==> config.mk <==
export PLATFORM = sky130hd
export DESIGN_NAME = fetch_port_arbiter_flat
export DESIGN_NICKNAME = d
export VERILOG_FILES = /design/src/rtl/fetch_port_arbiter_pkg.sv /design/src/rtl/fetch_port_arbiter_if.sv /design/src/rtl/fetch_port_arbiter_rr_priority_picker.sv /design/src/rtl/fetch_port_arbiter.sv /design/src/flat_wrapper.sv
export SDC_FILE = /design/constraint.sdc
export NUM_CORES = 1
export LEC_CHECK = 0
export CAP_MARGIN = 10
export CORE_ASPECT_RATIO = 0.7
export CORE_MARGIN = 4
export CORE_UTILIZATION = 53
export CTS_BUF_LIST = sky130_fd_sc_hd__clkbuf_16
export DETAILED_ROUTE_END_ITERATION = 7
export HOLD_SLACK_MARGIN = 0.1
export PLACE_DENSITY_LB_ADDON = 0.12
export SETUP_SLACK_MARGIN = 0.1
export SLEW_MARGIN = 20
export SYNTH_ARGS = -nofsm -noshare
export SYNTH_HDL_FRONTEND = slang
export SYNTH_SLANG_ARGS = --single-unit
==> constraint.sdc <==
create_clock -name clk -period 4.1 [get_ports clk]
set_input_delay 0.615 -clock clk [delete_from_list [all_inputs] [get_ports clk]]
set_output_delay 0.615 -clock clk [all_outputs]
set_load 0.005 [all_outputs]
==> src/rtl/fetch_port_arbiter_pkg.sv <==
// Shared constants for the prefetch-FIFO read-port arbiter: requester
// indices of the instruction-stream consumers and default sizing.
package fetch_port_arbiter_pkg;

  localparam int NUM_REQ_DEFAULT     = 3;
  localparam int COUNT_WIDTH_DEFAULT = 4;

  localparam int REQ_OPCODE = 0;
  localparam int REQ_MODRM  = 1;
  localparam int REQ_IMMED  = 2;

endpackage

==> src/rtl/fetch_port_arbiter_if.sv <==
// Bundle between the instruction-stream consumers (master side) and the
// read-port arbiter (slave side). The release strobe is called rel_pulse
// because "release" is a reserved word in SystemVerilog.
interface fetch_port_arbiter_if
  import fetch_port_arbiter_pkg::*;
#(
  parameter int NUM_REQ     = NUM_REQ_DEFAULT,
  parameter int COUNT_WIDTH = COUNT_WIDTH_DEFAULT
);

  logic [NUM_REQ-1:0]     req;
  logic [NUM_REQ-1:0]     rel_pulse;
  logic [NUM_REQ-1:0]     rd_en_in;
  logic                   fifo_empty;
  logic                   flush;
  logic [NUM_REQ-1:0]     grant;
  logic                   busy;
  logic                   fifo_rd_en;
  logic [COUNT_WIDTH-1:0] bytes_consumed;
  logic                   protocol_error;

  modport master (
    output req, rel_pulse, rd_en_in, fifo_empty, flush,
    input  grant, busy, fifo_rd_en, bytes_consumed, protocol_error
  );

  modport slave (
    input  req, rel_pulse, rd_en_in, fifo_empty, flush,
    output grant, busy, fifo_rd_en, bytes_consumed, protocol_error
  );

endinterface

==> src/rtl/fetch_port_arbiter_rr_priority_picker.sv <==
// Round-robin priority picker: returns the first set bit of req_mask at or
// after pointer, wrapping around, as a one-hot vector plus its index.
module fetch_port_arbiter_rr_priority_picker
  import fetch_port_arbiter_pkg::*;
#(
  parameter int NUM_REQ   = NUM_REQ_DEFAULT,
  parameter int PTR_WIDTH = (NUM_REQ > 1) ? $clog2(NUM_REQ) : 1
) (
  input  logic [NUM_REQ-1:0]   req_mask,
  input  logic [PTR_WIDTH-1:0] pointer,
  output logic [NUM_REQ-1:0]   winner,
  output logic [PTR_WIDTH-1:0] winner_idx,
  output logic                 valid
);

  // Scan requesters starting at the pointer; the first hit wins.
  always_comb begin
    int idx;
    logic [PTR_WIDTH-1:0] sel;
    idx        = 0;
    sel        = '0;
    winner     = '0;
    winner_idx = '0;
    valid      = 1'b0;
    for (int k = 0; k < NUM_REQ; k++) begin
      idx = int'(pointer) + k;
      if (idx >= NUM_REQ) begin
        idx = idx - NUM_REQ;
      end
      sel = PTR_WIDTH'(idx);
      if (!valid && req_mask[sel]) begin
        valid       = 1'b1;
        winner[sel] = 1'b1;
        winner_idx  = sel;
      end
    end
  end

endmodule

==> src/rtl/fetch_port_arbiter.sv <==
// Arbiter for the single prefetch-FIFO read port. One consumer owns the
// port per grant and keeps it until it releases, drops its request, or a
// flush aborts the ownership. Ownership hands over directly to the next
// round-robin winner when someone else is waiting.
module fetch_port_arbiter
  import fetch_port_arbiter_pkg::*;
#(
  parameter int NUM_REQ     = NUM_REQ_DEFAULT,
  parameter int COUNT_WIDTH = COUNT_WIDTH_DEFAULT
) (
  input  logic                 clk,
  input  logic                 reset,
  fetch_port_arbiter_if.slave  bus
);

  localparam int PTR_WIDTH = (NUM_REQ > 1) ? $clog2(NUM_REQ) : 1;
  localparam logic [COUNT_WIDTH-1:0] COUNT_MAX = '1;
  localparam logic [PTR_WIDTH-1:0]   LAST_IDX  = PTR_WIDTH'(NUM_REQ - 1);

  typedef enum logic {IDLE, OWNED} state_t;

  state_t                 state;
  logic [NUM_REQ-1:0]     grant_q;
  logic [PTR_WIDTH-1:0]   rr_ptr;
  logic [COUNT_WIDTH-1:0] count_q;
  logic                   error_q;

  logic [NUM_REQ-1:0]     pick_mask;
  logic [NUM_REQ-1:0]     winner;
  logic [PTR_WIDTH-1:0]   winner_idx;
  logic [PTR_WIDTH-1:0]   next_ptr;
  logic                   pick_valid;
  logic                   owner_done;
  logic                   rd_fire;
  logic                   stray_rd;

  // While owned, the current owner is never a candidate for the handover.
  always_comb begin
    pick_mask = bus.req;
    if (state == OWNED) begin
      pick_mask = bus.req & ~grant_q;
    end
  end

  fetch_port_arbiter_rr_priority_picker #(
    .NUM_REQ   (NUM_REQ),
    .PTR_WIDTH (PTR_WIDTH)
  ) u_picker (
    .req_mask   (pick_mask),
    .pointer    (rr_ptr),
    .winner     (winner),
    .winner_idx (winner_idx),
    .valid      (pick_valid)
  );

  assign next_ptr   = (winner_idx == LAST_IDX) ? '0 : winner_idx + 1'b1;
  assign owner_done = (|(bus.rel_pulse & grant_q)) | ~(|(bus.req & grant_q));
  assign rd_fire    = (|(bus.rd_en_in & grant_q)) & ~bus.fifo_empty & ~bus.flush;
  assign stray_rd   = |(bus.rd_en_in & ~grant_q);

  assign bus.grant          = grant_q;
  assign bus.busy           = |grant_q;
  assign bus.fifo_rd_en     = rd_fire;
  assign bus.bytes_consumed = count_q;
  assign bus.protocol_error = error_q;

  // Ownership FSM with grant, pointer, byte counter and sticky error flag;
  // a new grant clears the counter and overrides any count in that cycle.
  always_ff @(posedge clk or posedge reset) begin
    if (reset) begin
      state   <= IDLE;
      grant_q <= '0;
      rr_ptr  <= '0;
      count_q <= '0;
      error_q <= 1'b0;
    end else begin
      if (stray_rd) begin
        error_q <= 1'b1;
      end
      if (rd_fire && (count_q != COUNT_MAX)) begin
        count_q <= count_q + 1'b1;
      end
      case (state)
        IDLE: begin
          if (!bus.flush && pick_valid) begin
            state   <= OWNED;
            grant_q <= winner;
            rr_ptr  <= next_ptr;
            count_q <= '0;
          end
        end
        OWNED: begin
          if (bus.flush) begin
            state   <= IDLE;
            grant_q <= '0;
          end else if (owner_done) begin
            if (pick_valid) begin
              grant_q <= winner;
              rr_ptr  <= next_ptr;
              count_q <= '0;
            end else begin
              state   <= IDLE;
              grant_q <= '0;
            end
          end
        end
        default: begin
          state   <= IDLE;
          grant_q <= '0;
        end
      endcase
    end
  end

endmodule
==> src/flat_wrapper.sv <==
// flat-port wrapper written by rule: the top's interface ports become plain ports
module fetch_port_arbiter_flat import fetch_port_arbiter_pkg::*;
#(
  parameter int NUM_REQ     = NUM_REQ_DEFAULT,
  parameter int COUNT_WIDTH = COUNT_WIDTH_DEFAULT
)
  (clk, reset, bus_req, bus_rel_pulse, bus_rd_en_in, bus_fifo_empty, bus_flush, bus_grant, bus_busy, bus_fifo_rd_en, bus_bytes_consumed, bus_protocol_error);
  fetch_port_arbiter_if #(.NUM_REQ(NUM_REQ), .COUNT_WIDTH(COUNT_WIDTH)) bus_i ();
  input  logic clk;
  input  logic reset;
  input wire logic [$bits(bus_i.req)-1:0] bus_req;
  input wire logic [$bits(bus_i.rel_pulse)-1:0] bus_rel_pulse;
  input wire logic [$bits(bus_i.rd_en_in)-1:0] bus_rd_en_in;
  input wire logic [$bits(bus_i.fifo_empty)-1:0] bus_fifo_empty;
  input wire logic [$bits(bus_i.flush)-1:0] bus_flush;
  output wire logic [$bits(bus_i.grant)-1:0] bus_grant;
  output wire logic [$bits(bus_i.busy)-1:0] bus_busy;
  output wire logic [$bits(bus_i.fifo_rd_en)-1:0] bus_fifo_rd_en;
  output wire logic [$bits(bus_i.bytes_consumed)-1:0] bus_bytes_consumed;
  output wire logic [$bits(bus_i.protocol_error)-1:0] bus_protocol_error;
  assign bus_i.req = bus_req;
  assign bus_i.rel_pulse = bus_rel_pulse;
  assign bus_i.rd_en_in = bus_rd_en_in;
  assign bus_i.fifo_empty = bus_fifo_empty;
  assign bus_i.flush = bus_flush;
  assign bus_grant = bus_i.grant;
  assign bus_busy = bus_i.busy;
  assign bus_fifo_rd_en = bus_i.fifo_rd_en;
  assign bus_bytes_consumed = bus_i.bytes_consumed;
  assign bus_protocol_error = bus_i.protocol_error;
  fetch_port_arbiter #(.NUM_REQ(NUM_REQ), .COUNT_WIDTH(COUNT_WIDTH)) u_core (.clk(clk), .reset(reset), .bus(bus_i));
endmodule
==> impl_results.md, run 1 <==
* Status: finished clean
* Hold Startpoint: u_core.bus.protocol_error$_DFFE_PP0P_
* PortBufs at 22
* Post-synth EDFFs at 0
* Layout cells sized above 1 at 8.955%
* Initial DRC Count at 72
* Min-delay worst type: flip-flop to flip-flop
* Finished Layout Cells at 155
* PwrDens at 651.7 nW/um2
* Power Total at 0.8366 mW
* Part of the Yosys area used for sequential elements at 27.53%
* Router iterations before antenna repair at 4
* Worst reg-to-reg path cell count at 7
* Cell Area, Placed at 1204 um2
* Postcts setup bufs at 0
* Max-cap violations at 0
* Total grt overflow at 0
* WHS at 0.5025 ns
* DP Wirelength at 1758 um
* # diodes at 0
* Top-level port count at 23
* Hold EP: u_core.bus.protocol_error$_DFFE_PP0P_
* Leak at 0.5302 nW
* Most used cell, CP: clkdlybuf4s50_1
* Core area at 1682 um2
* Pins over their slew limit at 0
* Worst Max-Slew Pin Slew at 0.5869 ns
* Dpl ws at 1.376 ns
* Cts-stage hold buffer count at 0
* Setup CP Type: input pin to output port
* Critical path arrival at 2.16 ns
* Final nets at 153
* DRC Markers at 0
* Crit path time final at 2.778 ns
* Final Hold Viols at 0
* Post-synth top cells: dfrtp_1 (11), a21oi_1 (9), nand2_1 (8), nor2_1 (8), mux2i_1 (7)
* Syn Area/Cell at 8.618 um2
* DP Cell Count at 151
* Clk_lat worst skew at 0.24 ns
* Utilization after layout at 76.34%
* Peak VDD IR at 463.8 uV
* Synth Register Bits at 11
* First-pass GRT wire length at 4029 um
* Vias/cell at 6.329
* Final instance area at 1284 um2
* CP max stage cell: clkdlybuf4s50_1
* Starting Density at 59.45%
* Die width at 59.91 um
* Final setup vio count at 0
* Startpoint Class: input pin
* Cells after synthesis at 116
* Final Cycle Share at 67.76%
* DR WL/cell at 15.55 um
* TritonCTS clock tree: built
* Worst path bufs/invs at 2
* Share of the synthesized area in the top cell type at 27.53%
* Post-synth top area cell: dfrtp_1
* WHS Path Cells at 2
* Vias in the first global route at 916
* Top-count cell post-synth: dfrtp_1
* Total GRT Usage at 19.90%
* Inserted Clock Buffers at 3
* Die area at 2656 um2
* Clock sink total at 11
* Area delta synth->final at 28.41%
* Post-synth ARST share at 100.0%
* Synthesized net count at 134
* Netlist cell types at 47
* Slew HR at 60.79%
* Antenna violations before repair at 0
* Filler instances at 118
* Cells along the critical path: clkdlybuf4s50_1 -> nor3_1 -> clkdlybuf4s50_1
* Largest net degree at the start of global routing at 18
* CP endpoint kind: output port
* Worst-path clk slew at 0.04 ns
* Setup_tns at 0 ns
* Routed WL at 2410 um
* Row Count at 12
* Synthesized area at 999.7 um2
* Skew final at 0.003801 ns
* Maximum fanout along the worst path at 4
* Antenna Nets Post-Route at 0
* Worst R2R End: u_core.rr_ptr[0]$_DFFE_PP0P_
* Warnings, synthesis at 0
* Setup slack, reg-to-reg at 1.83 ns
* Post_cts resized at 0
* Crit-path max cell delay at 0.59 ns
* Ys flop type: dfrtp_1
* DR vias at 981
* Top cells by area, synth: dfrtp_1 (28%), mux2i_1 (7.0%), ha_1 (6.3%)
* Top cell family by delay on the critical path: buffers and inverters
* CTS H-tree lvls at 1
* CTS Root Cell: clkbuf_16
* Reg2reg start: u_core.rr_ptr[1]$_DFFE_PP0P_
* GPL Wtd Cong at 0.8430
* Final critical-path setup slack at 1.322 ns
* Unrepaired setup endpoints after global routing: no
* Clock tree buffer depth at 2
* Critical Path RT at 3.48 ns
* Fmax at 360.0 MHz
* Die Y at 44.34 um
[worst min-delay path, cell delays in order (launching register included)]
cell and delay [ns]:
dfrtp_1 0.34, a21oi_1 0.05, nand3_1 0.08
[layout make-up]
| type | instances | area [um2] | area share, % |
|---|---|---|---|
| Multi-Input combinational cell | 92 | 663.1 | 51.66 |
| Sequential cell | 11 | 275.3 | 21.44 |
| Timing Repair Buffer | 22 | 220.2 | 17.15 |
| Clock buffer | 3 | 75.07 | 5.848 |
| Tap cell | 21 | 26.28 | 2.047 |
| Inverter | 5 | 18.77 | 1.462 |
| Clock inverter | 1 | 5.005 | 0.3899 |
[registers in the layout (all words and copies together) (netlist names)]
register / flops
u_core.state: 1
u_core.rr_ptr: 2
u_core.bus.protocol_error: 1
u_core.bus.grant: 3
u_core.bus.bytes_consumed: 4
[power by group]
| group | leakage (nW) | switching [mW] | internal [mW] |
|---|---|---|---|
| Combinational | 0.348 | 0.251 | 0.224 |
| Clock | 0.0409 | 0.0479 | 0.129 |
| Sequential | 0.141 | 0.0492 | 0.136 |
| Total | 0.530 | 0.348 | 0.489 |
[cell usage in the layout, fill, tap and decap left out, types with 2 or more instances in the layout]
| cell | count |
|---|---|
| o32a_1 | 2 |
| nor3_1 | 6 |
| ha_1 | 5 |
| a222oi_1 | 2 |
| clkdlybuf4s50_1 | 22 |
| mux2i_1 | 7 |
| o211ai_1 | 3 |
| nand3_1 | 5 |
| o21ai_0 | 2 |
| dfrtp_1 | 11 |
| clkbuf_16 | 3 |
| nand2_1 | 8 |
| nand3b_1 | 2 |
| nor2_1 | 8 |
| a21oi_1 | 9 |
| a22o_1 | 3 |
| nand2b_1 | 3 |
| inv_1 | 5 |
[kinds of logic (layout without fill, tap and decap cells)]
family | after synthesis | in the layout | synth area share [%]
flops | 11 | 11 | 27.53
simple gates | 44 | 44 | 25.41
mux | 7 | 7 | 7.009
xor+xnor | 2 | 2 | 1.753
buf+inv | 13 | 31 | 6.132
compound gates | 34 | 34 | 25.91
fa+ha+maj | 5 | 5 | 6.258
[worst max-delay path by stage]
stage / to / cells after the start / from
after CTS: bus_fifo_rd_en / 3 / bus_flush
final: bus_fifo_rd_en / 3 / bus_flush
after global routing: bus_fifo_rd_en / 3 / bus_flush
after detailed placement: bus_fifo_rd_en / 3 / bus_flush
after global placement: bus_fifo_rd_en / 3 / bus_flush
after floorplan: u_core.bus.grant[1]$_DFFE_PP0P_ / 6 / bus_req[2]
[routing by layer]
layer / wire length, um / track usage, % / up-vias
li1: - / - / 472
met1: 1070 / 25.67 / 458
met2: 1072 / 31.68 / 51
met3: 267 / 7.872 / 0
met4: 0 / 3.982 / 0
met5: 0 / 0 / -
No activity file was read; power rests on OpenSTA's default activity.
==> run 2, diff against run 1 <==
- CORE_UTILIZATION: 53 -> 49
- clock period: 4.1 -> 2.9 ns (I/O delays scaled with it)
==> impl_results.md, run 2 (synthesis gave the netlist of run 1 again) <==
* Antenna violations before repair at 0 (unchanged)
* Clock tree buffer depth at 2 (unchanged)
* Postcts setup bufs at 0 (unchanged)
* Max reg flops at 4 (unchanged)
* Unrepaired setup endpoints after global routing: no
* Die Y at 45.79 um (+3.3%)
* Final nets at 154 (+0.65%)
* Final setup vio count at 0 (unchanged)
* Initial DRC Count at 71 (-1.4%)
* PwrDens at 921.9 nW/um2 (+41%)
* Critical path arrival at 1.96 ns (-0.20 ns)
* Final Hold Viols at 0 (unchanged)
* DRC Markers at 0 (unchanged)
* GPL Wtd Cong at 0.8309 (-1.4%)
* Crit path time final at 2.391 ns
* Power Total at 1.190 mW (+42%)
* Maximum fanout along the worst path at 4 (unchanged)
* Leak at 0.5365 nW (+1.2%)
* Peak VDD IR at 621.6 uV (+34%)
* CP endpoint kind: output port
* Most frequent cells in the layout: clkdlybuf4s50_1 (22), dfrtp_1 (11), a21oi_1 (9)
* Final Cycle Share at 82.43%
* Setup_tns at 0 ns (unchanged)
* PortBufs at 22 (unchanged)
* Slew HR at 61.97% (+1.2 points)
* Routed WL at 2425 um (+0.62%)
* Vias in the first global route at 874 (-4.6%)
* Largest net degree at the start of global routing at 17 (-1)
* Router iterations before antenna repair at 5 (+1)
* Utilization after layout at 67.85% (-8.5 points)
* CTS H-tree lvls at 1 (unchanged)
* Max-cap violations at 0 (unchanged)
* DR WL/cell at 15.45 um (-0.66%)
* Skew final at 0.0008427 ns (-0.002958 ns)
* DP Wirelength at 1798 um (+2.3%)
* WHS at 0.4919 ns (-0.01056 ns)
* Die width at 61.99 um (+3.5%)
* Top-level port count at 23 (unchanged)
* Filler instances at 166 (+41%)
* Inserted Clock Buffers at 3 (unchanged)
* Status: finished clean
* Worst-path clk slew at 0.04 ns (about the same)
* Vias/cell at 6.146 (-2.9%)
* Pins over their slew limit at 0 (unchanged)
* Core area at 1903 um2 (+13%)
* Die area at 2838 um2 (+6.9%)
* TritonCTS clock tree: built
* Clock sink total at 11 (unchanged)
* Layout cells sized above 1 at 8.889% (-0.066 points)
* Most common cell after layout, fill and taps aside: clkdlybuf4s50_1
* # diodes at 0 (unchanged)
* Clk_lat worst skew at 0.24 ns (about the same)
* Starting Density at 52.53% (-6.9 points)
* Antenna Nets Post-Route at 0 (unchanged)
* Min-delay worst type: input pin to asynchronous set/reset pin
* CTS Root Cell: clkbuf_16
* Critical Path RT at 2.47 ns (-1.01 ns)
* Startpoint Class: input pin
* Total GRT Usage at 19.67% (-0.23 points)
* First-pass GRT wire length at 4098 um (+1.7%)
* Fmax at 418.3 MHz
* Post_cts resized at 0 (unchanged)
* Row Count at 13 (+1)
* Area delta synth->final at 29.16%
* Cts-stage hold buffer count at 0 (unchanged)
* Total grt overflow at 0 (unchanged)
* Setup CP Type: input pin to output port
* DR vias at 965 (-1.6%)
* Worst Max-Slew Pin Slew at 0.5692 ns (-0.01762 ns)
## run 2: cell count changes in the layout (fill, tap and decap cells not counted), sizes merged
cell	before	now
clkinv	1	0
buf	0	1
inv	5	6
## run 2: cell type report
class | instances | area [um2] | share of cell area, %
Multi-Input combinational cell | 92 | 663.1 | 51.36
Tap cell | 22 | 27.53 | 2.132
Timing Repair Buffer | 23 | 227.7 | 17.64
Sequential cell | 11 | 275.3 | 21.32
Inverter | 5 | 18.77 | 1.453
Clock inverter | 1 | 3.754 | 0.2907
Clock buffer | 3 | 75.07 | 5.814
## run 2: power by group
group          switching (mW)  total (mW)  internal, mW  leakage (nW)
clock network          0.0648       0.245         0.181        0.0423
logic                   0.360       0.683         0.323         0.353
registers              0.0690       0.262         0.193         0.141
total                   0.494        1.19         0.697         0.537
## run 2: worst paths after layout
| check | startpoint | endpoint | slack, ns | cells past startpoint |
|---|---|---|---|---|
| hold reg to reg | u_core.bus.protocol_error$_DFFE_PP0P_ | u_core.bus.protocol_error$_DFFE_PP0P_ | 0.49 | 2 |
| hold / removal | reset | u_core.bus.bytes_consumed[0]$_DFF_PP0_ | 0.49 | 2 |
| min in group clk | u_core.bus.protocol_error$_DFFE_PP0P_ | u_core.bus.protocol_error$_DFFE_PP0P_ | 0.49 | 2 |
| setup reg to reg | u_core.rr_ptr[0]$_DFFE_PP0P_ | u_core.rr_ptr[1]$_DFFE_PP0P_ | 0.71 | 7 |
| max in group asynchronous | reset | u_core.state$_DFF_PP0_ | 2.11 | 2 |
| setup / recovery | bus_flush | bus_fifo_rd_en | 0.51 | 3 |
## run 2: worst max-delay path: stages
cell	delay, ns
clkdlybuf4s50_1	0.52
nor3_1	0.41
clkdlybuf4s50_1	0.58
## run 2: metrics by stage
step / setup WS [ns] / area (um2) / cells
after floorplan: 1.139 / 999.7 / 116
after global placement: 0.5411 / 1212 / 153
after global routing: 0.4098 / 1291 / 157
after CTS: 0.4881 / 1291 / 157
after detailed placement: 0.5307 / 1212 / 153
final: 0.5094 / 1291 / 157
## run 2: metal layers
layer	part of all wire (%)	up-vias	global-route usage, %
met1	46	452	28.82
li1	-	470	-
met3	9.9	2	6.799
met2	44	41	27.89
met5	0	-	0
met4	0.33	0	3.814
==> run 3, diff against run 2 <==
- clock period: 2.9 -> 2.4 ns (I/O delays scaled with it)
==> impl_results.md, run 3 (synthesis gave the netlist of run 1 again) <==
* Status: finished clean
* Final setup vio count at 0 (unchanged)
* Most frequent cells in the layout: clkdlybuf4s50_1 (22), dfrtp_1 (11), a21oi_1 (9)
* Peak VDD IR at 668.2 uV (+7.5%)
* Fmax at 454.1 MHz
* Maximum fanout along the worst path at 4 (unchanged)
* GPL Wtd Cong at 0.8357 (+0.58%)
* Top-level port count at 23 (unchanged)
* Area delta synth->final at 35.42%
* Area occupied by multi-input gates at 668.1 um2 (+0.75%)
* Largest net degree at the start of global routing at 14 (-3)
* Layout cells sized above 1 at 13.48% (+4.6 points)
* Inserted Clock Buffers at 3 (unchanged)
* Total GRT Usage at 20.77% (+1.1 points)
* Unrepaired setup endpoints after global routing: no
* Router iterations before antenna repair at 4 (-1)
* Critical path arrival at 1.84 ns (-0.12 ns)
* Routed WL at 2688 um (+11%)
* Setup CP Type: input pin to output port
* DR WL/cell at 16.49 um (+6.8%)
* Total grt overflow at 0 (unchanged)
* Clock tree buffer depth at 2 (unchanged)
* Final nets at 160 (+3.9%)
* Most common cell after layout, fill and taps aside: clkdlybuf4s50_1
* Worst path bufs/invs at 2 (unchanged)
* Die area at 2838 um2 (unchanged)
* Vias in the first global route at 929 (+6.3%)
* Sequential cell area at 275.3 um2 (unchanged)
* Clock sink total at 11 (unchanged)
* Filler instances at 143 (-14%)
* DP Wirelength at 1908 um (+6.1%)
* Final Cycle Share at 91.76%
* Top cell family by delay on the critical path: buffers and inverters
* Die Y at 45.79 um (unchanged)
* CP max stage cell: clkdlybuf4s50_1
* WHS at 0.4083 ns (-0.08361 ns)
* Crit-path max cell delay at 0.47 ns (-0.11 ns)
* DRC Markers at 0 (unchanged)
* Cts-stage hold buffer count at 0 (unchanged)
* Cell Area, Placed at 1270 um2 (+4.7%)
* CP endpoint kind: output port
* Crit path time final at 2.202 ns
* Max-cap violations at 0 (unchanged)
* PortBufs at 22 (unchanged)
* Clk_lat worst skew at 0.23 ns (about the same)
* Cells along the critical path: clkdlybuf4s50_1 -> a222oi_1 -> nor3_2 -> clkdlybuf4s50_1
* Vias/cell at 6.245 (+1.6%)
* Slew HR at 71.38% (+9.4 points)
* TritonCTS clock tree: built
* Skew final at 0.001451 ns (+0.0006082 ns)
* Setup_tns at 0 ns (unchanged)
* Max reg flops at 4 (unchanged)
* DR vias at 1018 (+5.5%)
* Power Total at 1.526 mW (+28%)
* Antenna Nets Post-Route at 0 (unchanged)
* Final Hold Viols at 0 (unchanged)
* Initial DRC Count at 93 (+31%)
* Postcts setup bufs at 0 (unchanged)
* Die width at 61.99 um (unchanged)
* PwrDens at 1127 nW/um2 (+22%)
* Most used cell, CP: clkdlybuf4s50_1
* Core area at 1903 um2 (unchanged)
* Row Count at 13 (unchanged)
* Worst Max-Slew Pin Slew at 0.4294 ns (-0.1399 ns)
* Pins over their slew limit at 0 (unchanged)
* Critical Path RT at 2.04 ns (-0.43 ns)
* Starting Density at 52.53% (unchanged)
* Antenna violations before repair at 0 (unchanged)
* First-pass GRT wire length at 4333 um (+5.7%)
* Startpoint Class: input pin
* Final instance area at 1354 um2 (+4.8%)
* CTS H-tree lvls at 1 (unchanged)
* CTS Root Cell: clkbuf_16
* Leak at 0.5714 nW (+6.5%)
* Post_cts resized at 0 (unchanged)
* Worst-path clk slew at 0.04 ns (about the same)
* # diodes at 0 (unchanged)
* Min-delay worst type: input pin to asynchronous set/reset pin
run 3: cell count changes in the layout (fill, tap and decap cells not counted):
cell	change
nor3_1	-1
nor3_2	+1
buf_12	+1
buf_4	+5
run 3: layout make-up:
type | instances | share of cell area (%)
repair buffers | 29 | 21.07
multi-input cells | 92 | 49.35
well taps | 22 | 2.033
inverters | 5 | 1.386
flip-flops and latches | 11 | 20.33
clock buffers | 3 | 5.545
clock inverters | 1 | 0.2773
run 3: final timing paths:
check,to,slack [ns],cells after the start,from
max in group asynchronous,u_core.bus.bytes_consumed[3]$_DFF_PP0_,1.71,2,reset
min in group clk,u_core.bus.protocol_error$_DFFE_PP0P_,0.50,2,u_core.bus.protocol_error$_DFFE_PP0P_
max reg2reg,u_core.bus.grant[2]$_DFFE_PP0P_,0.43,9,u_core.rr_ptr[0]$_DFFE_PP0P_
min,u_core.state$_DFF_PP0_,0.41,2,reset
min reg2reg,u_core.bus.protocol_error$_DFFE_PP0P_,0.50,2,u_core.bus.protocol_error$_DFFE_PP0P_
max,bus_fifo_rd_en,0.20,4,bus_rd_en_in[0]
run 3: layer usage:
metal  global-route usage, %  wire length, um
met1                   29.49             1151
met3                   6.516              294
met2                   31.40             1241
met4                   3.390                0
met5                       0                0
run 3: power breakdown:
group	switching, mW	leakage, nW	internal (mW)
logic	0.465	0.388	0.450
clock network	0.0731	0.0423	0.218
registers	0.0876	0.141	0.233
total	0.626	0.571	0.901
run 3: worst reg2reg max path: stages (launching register included):
cell and delay (ns):
dfrtp_1 0.36, inv_1 0.09, ha_1 0.38, nor2_1 0.06, o41ai_1 0.35, nand2_1 0.12, nand3_2 0.10, nor3b_4 0.06
buf_12 0.13, a22o_1 0.20
run 3: stage by stage:
| stage | utilization [%] | cells | worst slack, ns |
|---|---|---|---|
| finish | 71.14 | 163 | 0.1977 |
| global route | 71.14 | 163 | 0.1307 |
| CTS | 70.87 | 163 | 0.1276 |
| detailed placement | 66.73 | 159 | 0.1788 |
| global placement | 66.73 | 159 | 0.2141 |
| floorplan | - | 116 | 0.6393 |
